==> src/rtl/tmr_rx_sched_if.sv <==
// +----------------------------------------------------------------------------+
// | tmr_rx_sched_if : frame input / decoded output bundle for tmr_rx_sched     |
// | Optional TMR_FORCE_EN adds force_tmr.          Revision: 1.0               |
// +----------------------------------------------------------------------------+
`default_nettype none

interface tmr_rx_sched_if #(
  parameter int DW    = 10,
  parameter int CW    = 14,
  parameter int CNT_W = 8
);
  logic             in_valid;
  logic             in_ready;
  logic [CW-1:0]    cw0;
  logic [CW-1:0]    cw1;
  logic [CW-1:0]    cw2;
  logic             out_valid;
  logic [DW-1:0]    out_data;
  logic             out_err;
  logic             mode_tmr;
  logic [CNT_W-1:0] err_cnt;
`ifdef TMR_FORCE_EN
  logic             force_tmr;
`endif

  modport slave (
`ifdef TMR_FORCE_EN
    input  force_tmr,
`endif
    input  in_valid, cw0, cw1, cw2,
    output in_ready, out_valid, out_data, out_err, mode_tmr, err_cnt
  );

  modport master (
`ifdef TMR_FORCE_EN
    output force_tmr,
`endif
    output in_valid, cw0, cw1, cw2,
    input  in_ready, out_valid, out_data, out_err, mode_tmr, err_cnt
  );
endinterface

`default_nettype wire

==> src/rtl/tmr_rx_sched.sv <==
// +----------------------------------------------------------------------------+
// | tmr_rx_sched : Dynamic-TMR receive scheduler, one shared Hamming decoder   |
// | Optional macro TMR_FORCE_EN adds force_tmr.    Revision: 1.0               |
// +----------------------------------------------------------------------------+
`default_nettype none

// Hamming(14,10): parity at positions 1,2,4,8 (bit index = position-1).
module ham_dec_14_10 (
  input  logic        en,
  input  logic [13:0] cw,
  output logic [9:0]  data,
  output logic        err
);
  logic [3:0]  syn;
  logic [13:0] fixed;

  always_comb begin
    syn = 4'd0;
    for (int p = 1; p <= 14; p++) begin
      if (cw[p-1]) syn = syn ^ 4'(p);
    end
    fixed = cw;
    for (int p = 1; p <= 14; p++) begin
      if (syn == 4'(p)) fixed[p-1] = ~fixed[p-1];
    end
    data = en ? {fixed[13:8], fixed[6:4], fixed[2]} : 10'd0;
    err  = en & (syn != 4'd0);
  end
endmodule

module tmr_rx_sched #(
  parameter int DW       = 10,
  parameter int CW       = 14,
  parameter int CLEAN_TH = 4,
  parameter int CNT_W    = 8
) (
  input  logic           clk,
  input  logic           rst,
  tmr_rx_sched_if.slave  bus
);
  localparam int             CLW        = $clog2(CLEAN_TH + 1);
  localparam logic [CLW-1:0] c_clean_th = CLW'(CLEAN_TH);

  typedef enum logic [2:0] {
    S_IDLE = 3'd0,
    S_DEC0 = 3'd1,
    S_DEC1 = 3'd2,
    S_DEC2 = 3'd3,
    S_VOTE = 3'd4
  } state_t;

  state_t                 state_q, state_d;
  logic                   in_ready_q, in_ready_d;
  logic [2:0][CW-1:0]     cw_q, cw_d;
  logic                   frame_tmr_q, frame_tmr_d;
  logic [2:0][DW-1:0]     lane_data_q, lane_data_d;
  logic [2:0]             lane_err_q, lane_err_d;
  logic                   out_valid_q, out_valid_d;
  logic [DW-1:0]          out_data_q, out_data_d;
  logic                   out_err_q, out_err_d;
  logic                   mode_q, mode_d;
  logic [CLW-1:0]         clean_q, clean_d;
  logic [CNT_W-1:0]       err_cnt_q, err_cnt_d;

  logic                   dec_en;
  logic [CW-1:0]          dec_cw;
  logic [DW-1:0]          dec_data;
  logic                   dec_err;
  logic [DW-1:0]          vote_data;
  logic                   lanes_differ;
  logic                   frame_err;

  assign dec_en = (state_q == S_DEC0) || (state_q == S_DEC1) || (state_q == S_DEC2);
  assign dec_cw = (state_q == S_DEC1) ? cw_q[1] :
                  (state_q == S_DEC2) ? cw_q[2] : cw_q[0];

  ham_dec_14_10 u_dec (
    .en   (dec_en),
    .cw   (dec_cw),
    .data (dec_data),
    .err  (dec_err)
  );

  assign vote_data    = (lane_data_q[0] & lane_data_q[1]) |
                        (lane_data_q[0] & lane_data_q[2]) |
                        (lane_data_q[1] & lane_data_q[2]);
  assign lanes_differ = (lane_data_q[0] != lane_data_q[1]) || (lane_data_q[1] != lane_data_q[2]);
  // Lanes 1/2 hold stale values in single-lane frames, so they only count for TMR frames.
  assign frame_err    = lane_err_q[0] |
                        (frame_tmr_q & (lane_err_q[1] | lane_err_q[2] | lanes_differ));

  always_comb begin
    state_d     = state_q;
    cw_d        = cw_q;
    frame_tmr_d = frame_tmr_q;
    lane_data_d = lane_data_q;
    lane_err_d  = lane_err_q;
    out_valid_d = 1'b0;
    out_data_d  = out_data_q;
    out_err_d   = out_err_q;
    mode_d      = mode_q;
    clean_d     = clean_q;
    err_cnt_d   = err_cnt_q;

    case (state_q)
      S_IDLE: begin
        if (bus.in_valid) begin
          cw_d        = {bus.cw2, bus.cw1, bus.cw0};
          frame_tmr_d = mode_q;
          state_d     = S_DEC0;
        end
      end
      S_DEC0: begin
        lane_data_d[0] = dec_data;
        lane_err_d[0]  = dec_err;
        state_d        = frame_tmr_q ? S_DEC1 : S_VOTE;
      end
      S_DEC1: begin
        lane_data_d[1] = dec_data;
        lane_err_d[1]  = dec_err;
        state_d        = S_DEC2;
      end
      S_DEC2: begin
        lane_data_d[2] = dec_data;
        lane_err_d[2]  = dec_err;
        state_d        = S_VOTE;
      end
      S_VOTE: begin
        out_valid_d = 1'b1;
        out_data_d  = frame_tmr_q ? vote_data : lane_data_q[0];
        out_err_d   = frame_err;
        if (frame_err && (err_cnt_q != {CNT_W{1'b1}})) err_cnt_d = err_cnt_q + CNT_W'(1);
        if (frame_tmr_q) begin
          if (frame_err) begin
            clean_d = '0;
          end else if ((clean_q + CLW'(1)) == c_clean_th) begin
            mode_d  = 1'b0;
            clean_d = '0;
          end else begin
            clean_d = clean_q + CLW'(1);
          end
        end else if (frame_err) begin
          mode_d  = 1'b1;
          clean_d = '0;
        end
        state_d = S_IDLE;
      end
      default: state_d = S_IDLE;
    endcase

`ifdef TMR_FORCE_EN
    if (bus.force_tmr) begin
      mode_d  = 1'b1;
      clean_d = '0;
    end
`endif

    in_ready_d = (state_d == S_IDLE);
  end

  always_ff @(posedge clk) begin
    if (rst) begin
      state_q     <= S_IDLE;
      in_ready_q  <= 1'b1;
      cw_q        <= '0;
      frame_tmr_q <= 1'b1;
      lane_data_q <= '0;
      lane_err_q  <= '0;
      out_valid_q <= 1'b0;
      out_data_q  <= '0;
      out_err_q   <= 1'b0;
      mode_q      <= 1'b1;
      clean_q     <= '0;
      err_cnt_q   <= '0;
    end else begin
      state_q     <= state_d;
      in_ready_q  <= in_ready_d;
      cw_q        <= cw_d;
      frame_tmr_q <= frame_tmr_d;
      lane_data_q <= lane_data_d;
      lane_err_q  <= lane_err_d;
      out_valid_q <= out_valid_d;
      out_data_q  <= out_data_d;
      out_err_q   <= out_err_d;
      mode_q      <= mode_d;
      clean_q     <= clean_d;
      err_cnt_q   <= err_cnt_d;
    end
  end

  assign bus.in_ready  = in_ready_q;
  assign bus.out_valid = out_valid_q;
  assign bus.out_data  = out_data_q;
  assign bus.out_err   = out_err_q;
  assign bus.mode_tmr  = mode_q;
  assign bus.err_cnt   = err_cnt_q;
endmodule

`default_nettype wire

==> src/flat_wrapper.sv <==
// flat-port wrapper written by rule: the top's interface ports become plain ports
module tmr_rx_sched_flat 
#(
  parameter int DW       = 10,
  parameter int CW       = 14,
  parameter int CLEAN_TH = 4,
  parameter int CNT_W    = 8
)
  (clk, rst, bus_in_valid, bus_cw0, bus_cw1, bus_cw2, bus_in_ready, bus_out_valid, bus_out_data, bus_out_err, bus_mode_tmr, bus_err_cnt);
  tmr_rx_sched_if #(.DW(DW), .CW(CW), .CNT_W(CNT_W)) bus_i ();
  input  logic clk;
  input  logic rst;
  input wire logic [$bits(bus_i.in_valid)-1:0] bus_in_valid;
  input wire logic [$bits(bus_i.cw0)-1:0] bus_cw0;
  input wire logic [$bits(bus_i.cw1)-1:0] bus_cw1;
  input wire logic [$bits(bus_i.cw2)-1:0] bus_cw2;
  output wire logic [$bits(bus_i.in_ready)-1:0] bus_in_ready;
  output wire logic [$bits(bus_i.out_valid)-1:0] bus_out_valid;
  output wire logic [$bits(bus_i.out_data)-1:0] bus_out_data;
  output wire logic [$bits(bus_i.out_err)-1:0] bus_out_err;
  output wire logic [$bits(bus_i.mode_tmr)-1:0] bus_mode_tmr;
  output wire logic [$bits(bus_i.err_cnt)-1:0] bus_err_cnt;
  assign bus_i.in_valid = bus_in_valid;
  assign bus_i.cw0 = bus_cw0;
  assign bus_i.cw1 = bus_cw1;
  assign bus_i.cw2 = bus_cw2;
  assign bus_in_ready = bus_i.in_ready;
  assign bus_out_valid = bus_i.out_valid;
  assign bus_out_data = bus_i.out_data;
  assign bus_out_err = bus_i.out_err;
  assign bus_mode_tmr = bus_i.mode_tmr;
  assign bus_err_cnt = bus_i.err_cnt;
  tmr_rx_sched #(.DW(DW), .CW(CW), .CLEAN_TH(CLEAN_TH), .CNT_W(CNT_W)) u_core (.clk(clk), .rst(rst), .bus(bus_i));
endmodule
==> config.mk <==
export PLATFORM = sky130hd
export DESIGN_NAME = tmr_rx_sched_flat
export DESIGN_NICKNAME = d
export VERILOG_FILES = /design/src/rtl/tmr_rx_sched_if.sv /design/src/rtl/tmr_rx_sched.sv /design/src/flat_wrapper.sv
export SDC_FILE = /design/constraint.sdc
export NUM_CORES = 1
export LEC_CHECK = 0
export ABC_AREA = 1
export BUFFER_PORTS_ARGS = -buffer_cell sky130_fd_sc_hd__buf_2
export CAP_MARGIN = 20
export CORE_MARGIN = 5
export CORE_UTILIZATION = 27
export CTS_BUF_LIST = sky130_fd_sc_hd__clkbuf_16
export DETAILED_ROUTE_END_ITERATION = 10
export GPL_ROUTABILITY_DRIVEN = 0
export SYNTH_ARGS = -nofsm -noshare
export SYNTH_HDL_FRONTEND = slang
export SYNTH_SLANG_ARGS = --single-unit
export TNS_END_PERCENT = 30
==> constraint.sdc <==
create_clock -name clk -period 5.35 [get_ports clk]
set_clock_uncertainty 0.05 [all_clocks]
set_input_delay 0.535 -clock clk [delete_from_list [all_inputs] [get_ports clk]]
set_output_delay 0.535 -clock clk [all_outputs]
set_load 0.005 [all_outputs]
# Word level (Yosys, flattened, before mapping)
# Index checks and enable logic that the tools add are counted.
dict set report totals {
  register_bits 104
  input_bits 45
  out_inout_bits 22
  elab_cells 125
}
dict set report op_classes {
  add_sub_neg 2
  n_eq_ne 19
  muxes 40
  bitwise 33
  n_reduce_logical 13
}
# op n
set ops {}
lappend ops {{10-bit AND} 3}
lappend ops {{3-bit 2-to-1 mux} 10}
lappend ops {{14-bit 2-to-1 mux} 2}
lappend ops {{4-bit 2-to-1 mux} 7}
lappend ops {{4-bit equality test, second input constant} 6}
lappend ops {{10-bit 2-to-1 mux} 2}
lappend ops {{10-bit != test} 2}
lappend ops {{10-bit OR} 2}
lappend ops {{1-bit 2-to-1 mux} 16}
lappend ops {{4-bit by 3-bit equality test with 1-bit output, second input constant} 3}
lappend ops {{2-bit NOT} 6}
lappend ops {{3-bit NOT} 4}
lappend ops {{3-bit case mux with 4 select lines} 1}
lappend ops {{1-bit NOT} 10}
lappend ops {{8-bit by 1-bit adder with 8-bit output, second input constant} 1}
lappend ops {{8-bit != test, second input constant} 1}
lappend ops {{3-bit by 2-bit equality test with 1-bit output, second input constant} 2}
lappend ops {{3-bit equality test, second input constant} 2}
lappend ops {{3-bit zero test} 2}
lappend ops {{2-bit AND reduction} 3}
lappend ops {{4-bit by 2-bit equality test with 1-bit output, second input constant} 1}
lappend ops {{2-bit 2-to-1 mux} 2}
lappend ops {{4-bit AND reduction} 1}
lappend ops {{2-bit nonzero test} 2}
lappend ops {{other kinds (9)} 16}

# Logic depth before layout (Yosys ltp)
# Gate-level depths: netlist of run 1.
dict set report logic_depth {
  depth_word 30
  depth_mapped 20
  mapped_depth_nobuf 19
}

# Cells and area by module
# From an unflattened synthesis of run 1, not the netlist that was laid out.
dict set report hier_totals {
  cells_unflattened 764
  hier_area_um2 5355.1
}
# mod n_inst cells_per_inst area_per_inst_um2 seq_area_each_um2
set by_module_without_submodules {}
lappend by_module_without_submodules {tmr_rx_sched 1 590 4519.3 2082.0}
lappend by_module_without_submodules {ham_dec_14_10 1 174 835.8 0.0}

# Worst setup path before layout of run 1
# OpenSTA, ideal clock, no wires.
dict set report synth_path {
  kind {register -> register}
  startpoint {register u_core.state_q[1]}
  endpoint {register u_core.lane_data_q[15] (netlist bit)}
  setup_time_ps 128
  t_arrival_ps 1935
  t_required_ps 5172
  slack_ps 3236
  path_stages_with_launch 17
  path_buffers 3
  synth_period_minus_slack_ps 2114
  path_cell_list {dfxtp_1 buf_4 inv_1 nor2_1 buf_4 nor2_1 nand3b_2 xnor2_1 nand2_1 nand2_1 nor2_1 inv_1 nand2_2 buf_6 nand4_1 nand2_1 a21oi_1}
}
dict set report synth_between {
  elab_chain_cells 26
  word_cells_on_any_way 35
  classes_between {eq/ne: 4; mux: 18; bitwise: 11; reduce/logical: 2}
}
# element line_no
set synth_lines {}
lappend synth_lines {{start: declaration} tmr_rx_sched.sv:52} ;# state_t state_q, state_d;
lappend synth_lines {{start signal: assignment} tmr_rx_sched.sv:176} ;# state_q <= state_d;
lappend synth_lines {{3-bit by 2-bit equality test with 1-bit output} {tmr_rx_sched.sv:73, tmr_rx_sched.sv:75}}
lappend synth_lines {{14-bit 2-to-1 mux} tmr_rx_sched.sv:75} ;# (state_q == S_DEC2) ? cw_q[2] : cw_q[0];
lappend synth_lines {{14-bit 2-to-1 mux} tmr_rx_sched.sv:74} ;# assign dec_cw = (state_q == S_DEC1) ? cw_q[1] :
lappend synth_lines {{1-bit 2-to-1 mux} tmr_rx_sched.sv:20} ;# if (cw[p-1]) syn = syn ^ 4'(p);
lappend synth_lines {{2-bit 2-to-1 mux} tmr_rx_sched.sv:20}
lappend synth_lines {{2-bit NOT (no line)} --}
lappend synth_lines {{2-bit 2-to-1 mux} tmr_rx_sched.sv:20}
lappend synth_lines {{3-bit 2-to-1 mux} tmr_rx_sched.sv:20}
lappend synth_lines {{(+7 left out)} --}
lappend synth_lines {{4-bit 2-to-1 mux (2 in a row)} tmr_rx_sched.sv:20}
lappend synth_lines {{3-bit NOT (no line)} --}
lappend synth_lines {{4-bit 2-to-1 mux (2 in a row)} tmr_rx_sched.sv:20}
lappend synth_lines {{3-bit NOT (no line)} --}
lappend synth_lines {{4-bit 2-to-1 mux (2 in a row)} tmr_rx_sched.sv:20}
lappend synth_lines {{4-bit equality test} tmr_rx_sched.sv:24} ;# if (syn == 4'(p)) fixed[p-1] = ~fixed[p-1];
lappend synth_lines {{1-bit 2-to-1 mux} tmr_rx_sched.sv:24}
lappend synth_lines {{10-bit 2-to-1 mux} tmr_rx_sched.sv:26} ;# data = en ? {fixed[13:8], fixed[6:4], fixed[2]} : 10'd0;
lappend synth_lines {{end signal: assignment} tmr_rx_sched.sv:180} ;# lane_data_q <= lane_data_d;
lappend synth_lines {{end: declaration} tmr_rx_sched.sv:56} ;# logic [2:0][DW-1:0] lane_data_q, lane_data_d;
# Parallel ways exist; a longest one is shown, timed or not.
# A chain may end at the register's enable or synchronous reset.

# Final worst setup path of run 1
dict set report layout_path {
  startpoint {register u_core.state_q[1]}
  endpoint {register u_core.err_cnt_q[7] (netlist: u_core.bus.err_cnt[7])}
}
dict set report layout_between {
  elab_chain_cells 2
}
# element line_no
set layout_lines {}
lappend layout_lines {{3-bit equality test} tmr_rx_sched.sv:105} ;# case (state_q)
lappend layout_lines {{2-bit AND reduction (no line)} --}
lappend layout_lines {{end signal: assignment} tmr_rx_sched.sv:187} ;# err_cnt_q <= err_cnt_d;
lappend layout_lines {{end: declaration} tmr_rx_sched.sv:63} ;# logic [CNT_W-1:0] err_cnt_q, err_cnt_d;
# Every way passes these cells.

==> results_dict.tcl, run 1 <==
set metrics [dict create \
    dp.cells 1002 \
    ir_drop_mv 0.163 \
    grt_pass1_wl_microns 23000 \
    total_leakage_power_nw 2.78 \
    tns_ns 0 \
    async_flop_share 0 \
    total_power_mw 2.31 \
    ys_warn_count 0 \
    ios 67 \
    routedWlPerCell_microns 13.5 \
    holdWs_ns 0.374 \
    slew_viol_final 0 \
    finalWirelength_microns 13800 \
    arrival_ns 3.35 \
    maxCapViolCount 0 \
    synth_top_flop_cell "dfxtp_1" \
    ys_ff_latch 104 \
    post_cts_resize_count 0 \
    worst_pin_slew_ns 0.695 \
    cts_buffer_depth 2 \
    hp-class "input pin to flop" \
    vias_per_cell 4.78 \
    cp_max_fo 21 \
    rsz0062_at_grt "false" \
    area_growth_pct 16.0 \
    grt_overflow 0 \
    syn_area_sq_mm 0.00516 \
    postCtsSetupBuffers 0 \
    start_util 0.275 \
    hpwlAfterDp_microns 10100 \
    die-area_sq_mm 0.0220 \
    cts_sinks 104 \
    max_stage_delay_ns 0.47 \
    insertion_delay_ns 0.36 \
    worstPathRequired_ns 5.55 \
    finalHoldViolCount 0 \
    postLayoutCoreUtil 0.319 \
    drive_gt1_frac 0.135 \
    synthDistinctLibCells 34 \
    grt_pass1_vias 4502 \
    drt_first_pass_iters 5 \
    crit_family "simple AND/OR/NAND/NOR gates" \
    grt_max_degree 68 \
    cts_tree "built" \
    end_kind "flop" \
    cts_inserted_buffers 9 \
    reg2reg_slack_ns 2.20 \
    setup_viol_count_final 0 \
    port_buffers 66 \
    cp_slowest_cell "inv_1" \
    synth_edf_count 0 \
    layout.cells.non_filler 1018 \
    die-height_microns 148 \
    fin_nets 848 \
    syn_nets 800 \
    crit_chain "nor2_1 > nand2_1 > inv_1 > o21ai_0 > inv_1 > nand3_1 > nor3_1 > nand4_1 > o21ai_0 > a21oi_1" \
    row_count 50 \
    drcViolationCount 0 \
    drt_iter0_drc 282 \
    die_x_microns 148 \
    setup.worst_path.class "flop to flop" \
    final_common_cell "nand2_1" \
    path_buf_inv 2 \
    power.density_mw_per_mm2 385 \
    cts_hold_buf 0 \
    gr-usage-all-layers 0.128 \
    final_cell_mix "nand2_1, o21ai_0, dfxtp_1, nor2_1, a21oi_1" \
    avgSynthCellArea_sq_um 7.05 \
    core_sq_mm 0.0188 \
    netlist_instances 732 \
    antenna-diode-count 0 \
    min_period_over_period 0.589 \
    status "completed" \
    setup.worst_path.start_class "flop" \
    max_slew_margin 0.535 \
    clkTransAtPathRegs_ns 0.07 \
    n_fill_cell 2072 \
    fin_crit_ns 3.15 \
    htree_levels 3 \
    fmax_ghz 0.317 \
    antenna_found_initial 0 \
    antenna_left 0 \
    cts_root_buffer "clkbuf_16" \
    seq_area_frac_synth 0.403 \
    vias 4863 \
]
==> kinds of logic after synthesis <==
family / Yosys count / synth area share
and+or+nand+nor: 302 / 0.260
AOI/OAI and AO/OA: 201 / 0.201
DFF: 104 / 0.403
buffers and inverters: 100 / 0.0764
xor gates and xnor gates: 2 / 0.00339
adders and majority gates: 23 / 0.0558
==> synthesized netlist by cell type, drive strengths merged, types with 2 or more instances <==
cell / number / area, sq um
nand2: 142 / 556
o21ai: 113 / 566
dfxtp: 104 / 2080
nor2: 85 / 342
a21oi: 70 / 350
inv: 67 / 251
nand3: 45 / 255
clkbuf: 28 / 105
ha: 23 / 288
nand4: 14 / 87.6
a31oi: 11 / 68.8
nor3: 6 / 30.0
buf: 4 / 33.8
nand3b: 3 / 26.3
nor4: 3 / 18.8
o211ai: 3 / 22.5
o21a: 2 / 15.0
or2: 2 / 12.5
==> power by group <==
group,switching (mW),leakage (nW),internal (mW),total [mW]
sequential,0.0441,0.852,0.849,0.893
clock,0.298,0.153,0.407,0.705
combinational,0.495,1.78,0.214,0.708
total,0.837,2.78,1.47,2.31
==> path summary, 6_finish.rpt <==
path,end,cells after the start,from
worst min register to register,u_core.cw_q[8],2,u_core.cw_q[8]
worst min-delay path,u_core.cw_q[26],3,bus_cw1[12]
worst max register to register,u_core.bus.err_cnt[7],10,u_core.state_q[1]
worst max-delay path,u_core.bus.err_cnt[7],10,u_core.state_q[1]
==> worst reg2reg max path: cells and delay by family, from the launching register on <==
family,cells,cell delay (ns)
AO/OA/AOI/OAI,3,0.69
buffers and inverters,2,0.64
flip-flops,1,0.40
AND/OR/NAND/NOR,5,1.27
==> state kept, by name, indices dropped and copies added (netlist names) <==
signal / count
u_core.frame_tmr_q: 1
u_core.bus.err_cnt: 8
u_core.lane_data_q: 30
u_core.bus.out_valid: 1
u_core.bus.out_err: 1
u_core.state_q: 3
u_core.cw_q: 42
u_core.bus.in_ready: 1
u_core.clean_q: 3
u_core.bus.out_data: 10
u_core.bus.mode_tmr: 1
u_core.lane_err_q: 3
==> final cells by class <==
type | count | area, sq um | area share
multi-input cells | 528 | 2690 | 0.449
flip-flops and latches | 104 | 2080 | 0.348
repair buffers | 69 | 357 | 0.0596
well taps | 234 | 293 | 0.0489
inverters | 68 | 255 | 0.0426
clock buffers | 9 | 225 | 0.0376
clock inverters | 6 | 85.1 | 0.0142
==> layer usage <==
layer / part of all wire / vias to the layer above / global-route usage
met2: 0.46 / 85 / 0.201
li1: - / 2544 / -
met1: 0.49 / 2217 / 0.179
met3: 0.034 / 17 / 0.0186
met4: 0.018 / 0 / 0.0476
met5: 0 / - / 0
==> through the flow <==
stage | cell area, sq um | worst slack, ns
after global routing | 5990 | 1.80
final | 5990 | 2.20
after global placement | 5670 | 1.90
after floorplan | 5160 | 3.24
after CTS | 5980 | 1.75
after detailed placement | 5670 | 1.77
No activity file was read; power rests on OpenSTA's default activity.
==> inputs of run 2 (changes only) <==
--- a/config.mk
+++ b/config.mk
@@ -5,7 +5,7 @@
 export SDC_FILE = /design/constraint.sdc
 export NUM_CORES = 1
 export LEC_CHECK = 0
-export ABC_AREA = 1
+export ABC_AREA = 0
 export BUFFER_PORTS_ARGS = -buffer_cell sky130_fd_sc_hd__buf_2
 export CAP_MARGIN = 20
 export CORE_MARGIN = 5
==> constraint.sdc (replaced) <==
create_clock -name clk -period 3.2 [get_ports clk]
set_clock_uncertainty 0.05 [all_clocks]
set_input_delay 0.32 -clock clk [delete_from_list [all_inputs] [get_ports clk]]
set_output_delay 0.32 -clock clk [all_outputs]
set_load 0.005 [all_outputs]
==> run 2 against run 1 <==
  * Die area is 13% higher
  * Flip-flop and latch count stayed put
  * Highest routed layer unchanged
  * Largest power group is now combinational cells
  * First-iteration DRC count is 90% higher
  * Routed wire length rose by 31%
  * Utilization up 0.54 points
  * Synthesized cell count fell by 5.9%
  * Sequential power grew 65%
  * Critical path depth is 1 lower
  * Global-route usage up 1.9 points
==> results_dict.tcl, run 2 <==
set metrics [dict create \
    ir_drop_mv 0.290 \
    top_layer "met4" \
    total_power_mw 4.08 \
    synth_compound_area_frac 0.181 \
    setup.worst_path.start_class "flop" \
    antenna-diode-count 0 \
    drive_gt1_frac 0.207 \
    synthAdderAreaFrac 0.0491 \
    final_cell_mix "dfxtp_1, nand2_1, nand3_1, buf_2, nor2_1" \
    worstPathRequired_ns 3.39 \
    area_growth_pct 17.5 \
    total_leakage_power_nw 2.68 \
    hpwlAfterDp_microns 13300 \
    cp_max_fo 11 \
    netlist_instances 689 \
    antenna_left 0 \
    synth_edf_count 0 \
    crit_family "XOR/XNOR gates" \
    synthDistinctLibCells 46 \
    synthMuxAreaShare 0.0643 \
    die-area_sq_mm 0.0247 \
    die_x_microns 157 \
    cts_hold_buf 0 \
    drcViolationCount 0 \
    ios 67 \
    synth_area_leaders "dfxtp_1, nand2_1, nand3_1, ha_1, a32oi_1" \
    syn_area_sq_mm 0.00586 \
    grt_pass1_vias 5256 \
    share_comb_of_total_power 0.362 \
    cts_inserted_buffers 9 \
    final_common_cell "dfxtp_1" \
    avgSynthCellArea_sq_um 8.50 \
    yosysTopAreaCellShare 0.355 \
    ys_warn_count 0 \
    holdWs_ns 0.148 \
    p_sw_mw 1.62 \
    switching_share 0.397 \
    pwr-share-clk 0.277 \
    path_buf_inv 2 \
    grt_pass1_wl_microns 28900 \
    synth_top_flop_cell "dfxtp_1" \
    async_flop_share 0 \
    post_cts_resize_count 0 \
    status "completed" \
    finalWirelength_microns 18000 \
    cts_sinks 104 \
    p_int_mw 2.46 \
    max_slew_margin 0.407 \
    power.density_mw_per_mm2 593 \
    fin_nets 821 \
    htree_levels 3 \
    wl_met3_microns 1220 \
    cts_buffer_depth 2 \
    synth-xor-area-share 0.0763 \
    insertion_delay_ns 0.36 \
    vias_per_cell 5.39 \
    end_kind "flop" \
    crit_chain "buf_4 > buf_4 > mux2_2 > mux2i_1 > xnor2_2 > xor2_2 > nand3_1 > a32oi_1 > nand3_1" \
    gr-usage-all-layers 0.147 \
    drt_first_pass_iters 5 \
    largest_register "u_core.cw_q" \
    ys_top_cells_by_count "dfxtp_1, nand2_1, nand3_1, nor2_1, a21oi_1" \
    max_stage_delay_ns 0.43 \
    core_sq_mm 0.0212 \
    worst_pin_slew_ns 0.886 \
    n_fill_cell 2301 \
    cts_tree "built" \
    cp_slowest_cell "dfxtp_1" \
    ys_ff_latch 104 \
    port_buffers 66 \
    postCtsSetupBuffers 0 \
    wl_met1_microns 8470 \
    drt_iter0_drc 537 \
    row_count 53 \
    synth.most_common_cell "dfxtp_1" \
    fmax_ghz 0.326 \
    maxCapViolCount 0 \
    seqPwrFrac 0.361 \
    routedWlPerCell_microns 17.4 \
    arrival_ns 3.26 \
    yosysTopAreaCell "dfxtp_1" \
    vias 5564 \
    antenna_found_initial 0 \
    start_util 0.276 \
    syn_nets 757 \
    setup_viol_count_final 0 \
    clkTransAtPathRegs_ns 0.07 \
    rsz0062_at_grt "true" \
    largest_register_ffs 42 \
    met2WireLength_microns 7640 \
    fin_crit_ns 3.07 \
    slew_viol_final 0 \
    seq_area_frac_synth 0.355 \
    die-height_microns 157 \
    setup.worst_path.class "flop to flop" \
    min_period_over_period 0.959 \
    yosys.area_share.simple 0.243 \
    grt_overflow 0 \
    hp-class "input pin to flop" \
    synth_top_family_by_area "simple AND/OR/NAND/NOR gates" \
    finalHoldViolCount 0 \
    cts_root_buffer "clkbuf_16" \
    grt_max_degree 73 \
]
==> run 2: cell families after synthesis <==
logic type / count (synthesis)
buf+inv: 42
flops: 104
fa+ha+maj: 23
xor+xnor: 29
mux: 29
simple gates: 303
compound gates: 159
==> run 2: path summary, 6_finish.rpt <==
check	start	end	slack [ns]	cells after the start
worst max register to register	u_core.state_q[0]	u_core.lane_data_q[14]	0.13	9
worst min register to register	u_core.cw_q[33]	u_core.cw_q[33]	0.40	2
worst min-delay path	bus_cw1[6]	u_core.cw_q[20]	0.15	3
worst max-delay path	u_core.state_q[0]	u_core.lane_data_q[14]	0.13	9
==> run 2: routing by layer <==
metal	vias up	track usage
met5	-	0
met4	0	0.0643
met3	44	0.0300
met2	228	0.215
met1	2590	0.208
li1	2702	-
==> run 2: layout make-up <==
class | instances | area [sq um] | share of cell area
Sequential cell | 104 | 2080 | 0.302
Tap cell | 275 | 344 | 0.0500
Clock inverter | 7 | 72.6 | 0.0105
Clock buffer | 9 | 225 | 0.0327
Timing Repair Buffer | 89 | 503 | 0.0731
Multi-Input combinational cell | 543 | 3630 | 0.528
Inverter | 6 | 22.5 | 0.00327
==> run 2: power groups by stage <==
stage | Sequential (mW) | Combinational (mW) | Clock, mW
3_5_place_dp | 1.50 | 1.42 | 0
6_report | 1.47 | 1.48 | 1.13
3_3_place_gp | 1.50 | 1.41 | 0
4_1_cts | 1.47 | 1.43 | 1.15
2_1_floorplan | 1.47 | 1.03 | 0
5_1_grt | 1.48 | 1.61 | 1.21
==> run 2: stage by stage <==
| stage | cell area [sq um] | cells | TNS [ns] | setup slack, ns | utilization |
|---|---|---|---|---|---|
| 4_1_cts | 6850 | 1033 | 0 | 0.168 | 0.323 |
| 5_1_grt | 6880 | 1033 | -0.164 | -0.0349 | 0.324 |
| 3_3_place_gp | 6550 | 1017 | 0 | 0.220 | 0.309 |
| 3_5_place_dp | 6550 | 1017 | 0 | 0.173 | 0.309 |
| 6_report | 6880 | 1033 | 0 | 0.130 | 0.324 |
| 2_1_floorplan | 5860 | 689 | 0 | 0.407 | - |
==> run 2: worst register-to-register path, delay by kind of cell (launching register included) <==
family,cells,cell delay (ns)
AOI/OAI and AO/OA,1,0.34
xor gates and xnor gates,2,0.62
buffers and inverters,2,0.39
DFF,1,0.43
muxes,2,0.59
and+or+nand+nor,2,0.53
